<file path="src/rtl/ws_array_controller.sv">
// Sequencer for an N x N weight-stationary systolic array.
// Loads one weight tile (bottom row first), streams a batch of skewed activation
// vectors, flags valid bottom-row sums per column, and pulses done at the end.
// Every output is a flop, loaded from a decode of the next-state values.
module ws_array_controller #(
  parameter int ARRAY_SIZE = 4,
  parameter int K_WIDTH    = 8
) (
  input  logic                          clk,
  input  logic                          reset_n,
  input  logic                          start,
  input  logic [K_WIDTH-1:0]            k_len,
  input  logic                          abort,
  output logic [1:0]                    pe_control,
  output logic                          w_rd_en,
  output logic [$clog2(ARRAY_SIZE)-1:0] w_rd_addr,
  output logic [ARRAY_SIZE-1:0]         a_row_en,
  output logic [ARRAY_SIZE-1:0]         out_valid,
  output logic                          busy,
  output logic                          done
);

  localparam int N  = ARRAY_SIZE;
  localparam int AW = $clog2(N);
  localparam int CW = K_WIDTH + $clog2(2 * N) + 1;

  localparam logic [1:0] PE_CLEAR   = 2'b00;
  localparam logic [1:0] PE_LOAD    = 2'b01;
  localparam logic [1:0] PE_COMPUTE = 2'b10;

  typedef enum logic [1:0] {
    S_IDLE,
    S_LOAD,
    S_COMPUTE,
    S_DONE
  } state_t;

  state_t               state_q, state_d;
  logic [CW-1:0]        cnt_q, cnt_d;
  logic [K_WIDTH-1:0]   klen_q, klen_d;

  logic [1:0]           pe_control_q, pe_control_d;
  logic                 w_rd_en_q, w_rd_en_d;
  logic [AW-1:0]        w_rd_addr_q, w_rd_addr_d;
  logic [N-1:0]         a_row_en_q, a_row_en_d;
  logic [N-1:0]         out_valid_q, out_valid_d;
  logic                 busy_q, busy_d;
  logic                 done_q, done_d;

  logic [CW-1:0]        compute_last;

  assign compute_last = CW'(klen_q) + CW'(2 * N - 2);

  // Next-state and counter sequencing; abort overrides every transition.
  always_comb begin
    state_d = state_q;
    cnt_d   = cnt_q + CW'(1);
    klen_d  = klen_q;
    unique case (state_q)
      S_IDLE: begin
        cnt_d = '0;
        if (start && (k_len != '0)) begin
          state_d = S_LOAD;
          klen_d  = k_len;
        end
      end
      S_LOAD: begin
        if (cnt_q == CW'(N - 1)) begin
          state_d = S_COMPUTE;
          cnt_d   = '0;
        end
      end
      S_COMPUTE: begin
        if (cnt_q == compute_last) begin
          state_d = S_DONE;
          cnt_d   = '0;
        end
      end
      S_DONE: begin
        state_d = S_IDLE;
        cnt_d   = '0;
      end
      default: begin
        state_d = S_IDLE;
        cnt_d   = '0;
      end
    endcase
    if (abort && (state_q != S_IDLE)) begin
      state_d = S_IDLE;
      cnt_d   = '0;
    end
  end

  // Output decode of the next state, so the registered outputs line up with the state they describe.
  always_comb begin
    pe_control_d = PE_CLEAR;
    w_rd_en_d    = 1'b0;
    w_rd_addr_d  = '0;
    a_row_en_d   = '0;
    out_valid_d  = '0;
    busy_d       = 1'b0;
    done_d       = 1'b0;
    unique case (state_d)
      S_LOAD: begin
        pe_control_d = PE_LOAD;
        w_rd_en_d    = 1'b1;
        w_rd_addr_d  = AW'(N - 1) - cnt_d[AW-1:0];
        busy_d       = 1'b1;
      end
      S_COMPUTE: begin
        pe_control_d = PE_COMPUTE;
        busy_d       = 1'b1;
        for (int unsigned i = 0; i < N; i++) begin
          a_row_en_d[i]  = (cnt_d >= CW'(i)) && (cnt_d < CW'(i) + CW'(klen_d));
          out_valid_d[i] = (cnt_d >= CW'(N + i)) && (cnt_d < CW'(N + i) + CW'(klen_d));
        end
      end
      S_DONE: begin
        busy_d = 1'b1;
        done_d = 1'b1;
      end
      default: ;
    endcase
  end

  // State, counter, latched batch length and registered outputs.
  always_ff @(posedge clk or negedge reset_n) begin
    if (!reset_n) begin
      state_q      <= S_IDLE;
      cnt_q        <= '0;
      klen_q       <= '0;
      pe_control_q <= PE_CLEAR;
      w_rd_en_q    <= 1'b0;
      w_rd_addr_q  <= '0;
      a_row_en_q   <= '0;
      out_valid_q  <= '0;
      busy_q       <= 1'b0;
      done_q       <= 1'b0;
    end else begin
      state_q      <= state_d;
      cnt_q        <= cnt_d;
      klen_q       <= klen_d;
      pe_control_q <= pe_control_d;
      w_rd_en_q    <= w_rd_en_d;
      w_rd_addr_q  <= w_rd_addr_d;
      a_row_en_q   <= a_row_en_d;
      out_valid_q  <= out_valid_d;
      busy_q       <= busy_d;
      done_q       <= done_d;
    end
  end

  assign pe_control = pe_control_q;
  assign w_rd_en    = w_rd_en_q;
  assign w_rd_addr  = w_rd_addr_q;
  assign a_row_en   = a_row_en_q;
  assign out_valid  = out_valid_q;
  assign busy       = busy_q;
  assign done       = done_q;

endmodule

</file>
<file path="config.mk">
export PLATFORM = sky130hd
export DESIGN_NAME = ws_array_controller
export DESIGN_NICKNAME = d
export VERILOG_FILES = /design/src/rtl/ws_array_controller.sv
export SDC_FILE = /design/constraint.sdc
export NUM_CORES = 1
export LEC_CHECK = 0
export ABC_AREA = 1
export BUFFER_PORTS_ARGS = -buffer_cell sky130_fd_sc_hd__buf_2
export CAP_MARGIN = 40
export CORE_ASPECT_RATIO = 0.5
export CORE_MARGIN = 5
export CORE_UTILIZATION = 35
export CTS_CLUSTER_DIAMETER = 80
export DETAILED_ROUTE_END_ITERATION = 8
export PLACE_DENSITY_LB_ADDON = 0.08
export REMOVE_ABC_BUFFERS = 1
export SYNTH_ARGS = -nofsm -noshare
export SYNTH_HDL_FRONTEND = slang
export SYNTH_SLANG_ARGS = --single-unit
export TNS_END_PERCENT = 20
</file>
<file path="constraint.sdc">
create_clock -name clk -period 4 [get_ports clk]
set_clock_uncertainty 0.05 [all_clocks]
set_input_delay 0.8 -clock clk [delete_from_list [all_inputs] [get_ports clk]]
set_output_delay 0.8 -clock clk [all_outputs]
set_load 0.02 [all_outputs]
</file>
==> flow_summary.ini <==
[clocking]
cts_tree = built
clkTransAtPathRegs_ns = 0.06
cts_buffers = 5
ctsHtreeMaxLevel = 2
cts.sinks = 36
post_cts_buffers = 0
clkLatencyLatePin_ns = 0.29
root_buffer = clkbuf_16
ctsHoldBuffers = 0
cts_max_path_buffers = 2
cts_resized = 0

[min_path]
hp-class = in -> async

[pwr]
peakVddDrop_mv = 0.225
p_per_area_nw_per_um2 = 674
seqPwrFrac = 0.161
p_comb_frac = 0.701
switchingPower_mw = 1.77
p_int_mw = 1.51
p_clk_frac = 0.138
swShare = 0.539
p_leak_nw = 2.78

[timing]
fin_setup_tns_ns = 0
hold_violations = 0
timing_worst_slew_pin_value_ns = 0.714
maxSlewHeadroom = 0.522
rsz0062_at_grt = false
period_minus_slack_ns = 3.47
holdWs_ns = 0.373
max_freq_mhz = 288
setup-violations-final = 0
slew_violations = 0
final.period_utilization = 0.868

[floorplan]
core_area_sq_um = 11900
fp-row-count = 28
start_util = 0.359
ios = 27
die_h_microns = 88.1
dieArea_sq_um = 14600
die_w_microns = 166

[global_routing]
grt-ovfl-total = 0
grt_pass1_wl_mm = 21.1
grt_pass1_vias = 3966
grt_usage = 0.185
antenna_found_initial = 0
grt_max_degree = 25

[critical_path]
worstSetupStartpointType = primary input
r2r-start = klen_q[2]
arrival_ns = 3.59
crit_fanout = 8
r2r-end = out_valid[3]
worstPathRequired_ns = 4.12
crit_path_end_kind = flop
r2r_cells = 24
critPathKind = in -> reg
r2r_setup_slack_ns = 0.54

[yosys]
yosys.area.top_type_share = 0.211
synth.distinct_cells = 36
synth_most_common_cell = nand2_1
syn_area_sq_um = 4260
seq_area_frac_synth = 0.211
synth-async-reset-ratio = 1.00
synth.largest_area_cell = dfrtp_1
synth_commonest_cells = 174 x nand2_1, 78 x inv_1, 62 x ha_1
syn_inst = 611
syn-mean-instance-area_sq_um = 6.98
ys_top_cells_by_area = dfrtp_1 21%, ha_1 18%, nand2_1 15%, xor2_1 7.0%, inv_1 6.9%
synth_ff_type = dfrtp_1
yosysWarnings = 0
ys_seq_elements = 36
synth_edf_count = 0

[cells_and_area]
nNetsFinal = 731
final_core_util = 0.410
fin_area_sq_um = 4870
syn_to_final_growth_pct = 14.2
final_layout_size_suffix_gt1_frac = 0.143
n_antenna_cell = 0
final_cells = 823
fill_cells = 1245

[route]
drtIter0Drc = 230
routedWlPerCell_microns = 15.3
drt_wl_total_mm = 12.6
drc = 0
ant_nets = 0
dr.pass1.iters = 4
vias_per_cell = 4.74
vias = 3899

[place]
place.detailed.hpwl_mm = 10.5
placed_cells = 815
dpl-instance-area_sq_um = 4700
gp_congestion = 0.852
port_buffers = 26

[outcome]
outcome = complete, no violations

[flow_run]
maxCapViolations = 0
-- cells by family (layout without fill, tap and decap cells) --
logic type / after synthesis / in the layout / share of synthesized area
xor gates and xnor gates: 36 / 36 / 0.0739
buffers and inverters: 90 / 137 / 0.0836
DFF: 36 / 36 / 0.211
and+or+nand+nor: 330 / 330 / 0.362
adders and majority gates: 62 / 62 / 0.182
AOI/OAI and AO/OA: 57 / 57 / 0.0869
-- cell type report --
type	count	area, sq um	share of cell area
Tap cell	165	206	0.0424
Clock buffer	5	125	0.0257
Inverter	87	327	0.0670
Multi-Input combinational cell	485	3010	0.617
Clock inverter	3	42.5	0.00873
Timing Repair Buffer	42	263	0.0539
Sequential cell	36	901	0.185
-- how the worst max path moves through the flow --
stage / cells after the start / from / to / slack (ns)
after floorplan: 18 / k_len[6] / a_row_en[3] / 0.37
final: 22 / k_len[6] / out_valid[2] / 0.53
after global placement: 21 / k_len[6] / out_valid[2] / 0.28
after CTS: 26 / klen_q[2] / out_valid[1] / 0.49
after detailed placement: 22 / k_len[6] / out_valid[2] / 0.27
after global routing: 24 / klen_q[2] / a_row_en[1] / 0.12
-- worst max-delay path: stages --
cell,delay [ns]
buf_2,0.10
inv_1,0.06
nand2_1,0.05
nor3_1,0.12
nand2_1,0.19
nand2_4,0.17
inv_2,0.09
o21ai_2,0.24
inv_2,0.13
ha_1,0.26
inv_1,0.18
o21ai_0,0.21
nand2_1,0.12
xor2_1,0.07
ha_1,0.27
nand2_1,0.08
inv_1,0.06
nand4_1,0.10
nor2_1,0.11
nand2_1,0.07
nand4_1,0.10
nor2_1,0.04
-- sequential cells by signal, indices dropped and copies added, names as in the netlist --
signal and flops:
out_valid 4, klen_q 8, done 1, busy 1, w_rd_en 1, cnt_q 12, w_rd_addr 2, a_row_en 4
pe_control 1, state_q 2
-- cell usage in the layout (no fill, tap or decap), types with 2 or more instances in the layout --
master,n
buf_2,26
nand2_4,5
nor2_2,3
dfrtp_1,36
xnor2_1,2
nand2_1,174
nand4_1,12
nor2_8,2
a21oi_1,23
nand3b_1,3
nor2_1,60
ha_1,62
a21o_1,4
o21ai_2,3
clkbuf_16,5
xor2_1,34
buf_4,15
a21boi_1,2
or2_2,2
o21ai_0,13
nor3_1,14
inv_2,8
nand2_2,6
inv_1,78
nor3_2,4
nor2_4,6
o21bai_1,6
nand3_1,37
-- per-stage QoR --
step	power, mW	setup WS, ns
final	3.28	0.529
after global routing	3.67	0.117
after CTS	3.31	0.489
after detailed placement	2.84	0.267
after global placement	2.82	0.284
after floorplan	2.16	0.370
-- routing by layer --
metal  routed length [microns]  track usage
met5                         0            0
met4                       212       0.0472
met3                       431       0.0280
met2                      5180        0.294
met1                      6770        0.266
-- power by group through the flow --
stage               combinational (mW)  clock (mW)  sequential (mW)
CTS                               2.32       0.465            0.526
global route                      2.65       0.478            0.539
floorplan                         1.62           0            0.539
global placement                  2.28           0            0.532
finish                            2.30       0.455            0.528
detailed placement                2.30           0            0.533
(Power assumes the default switching activity.)
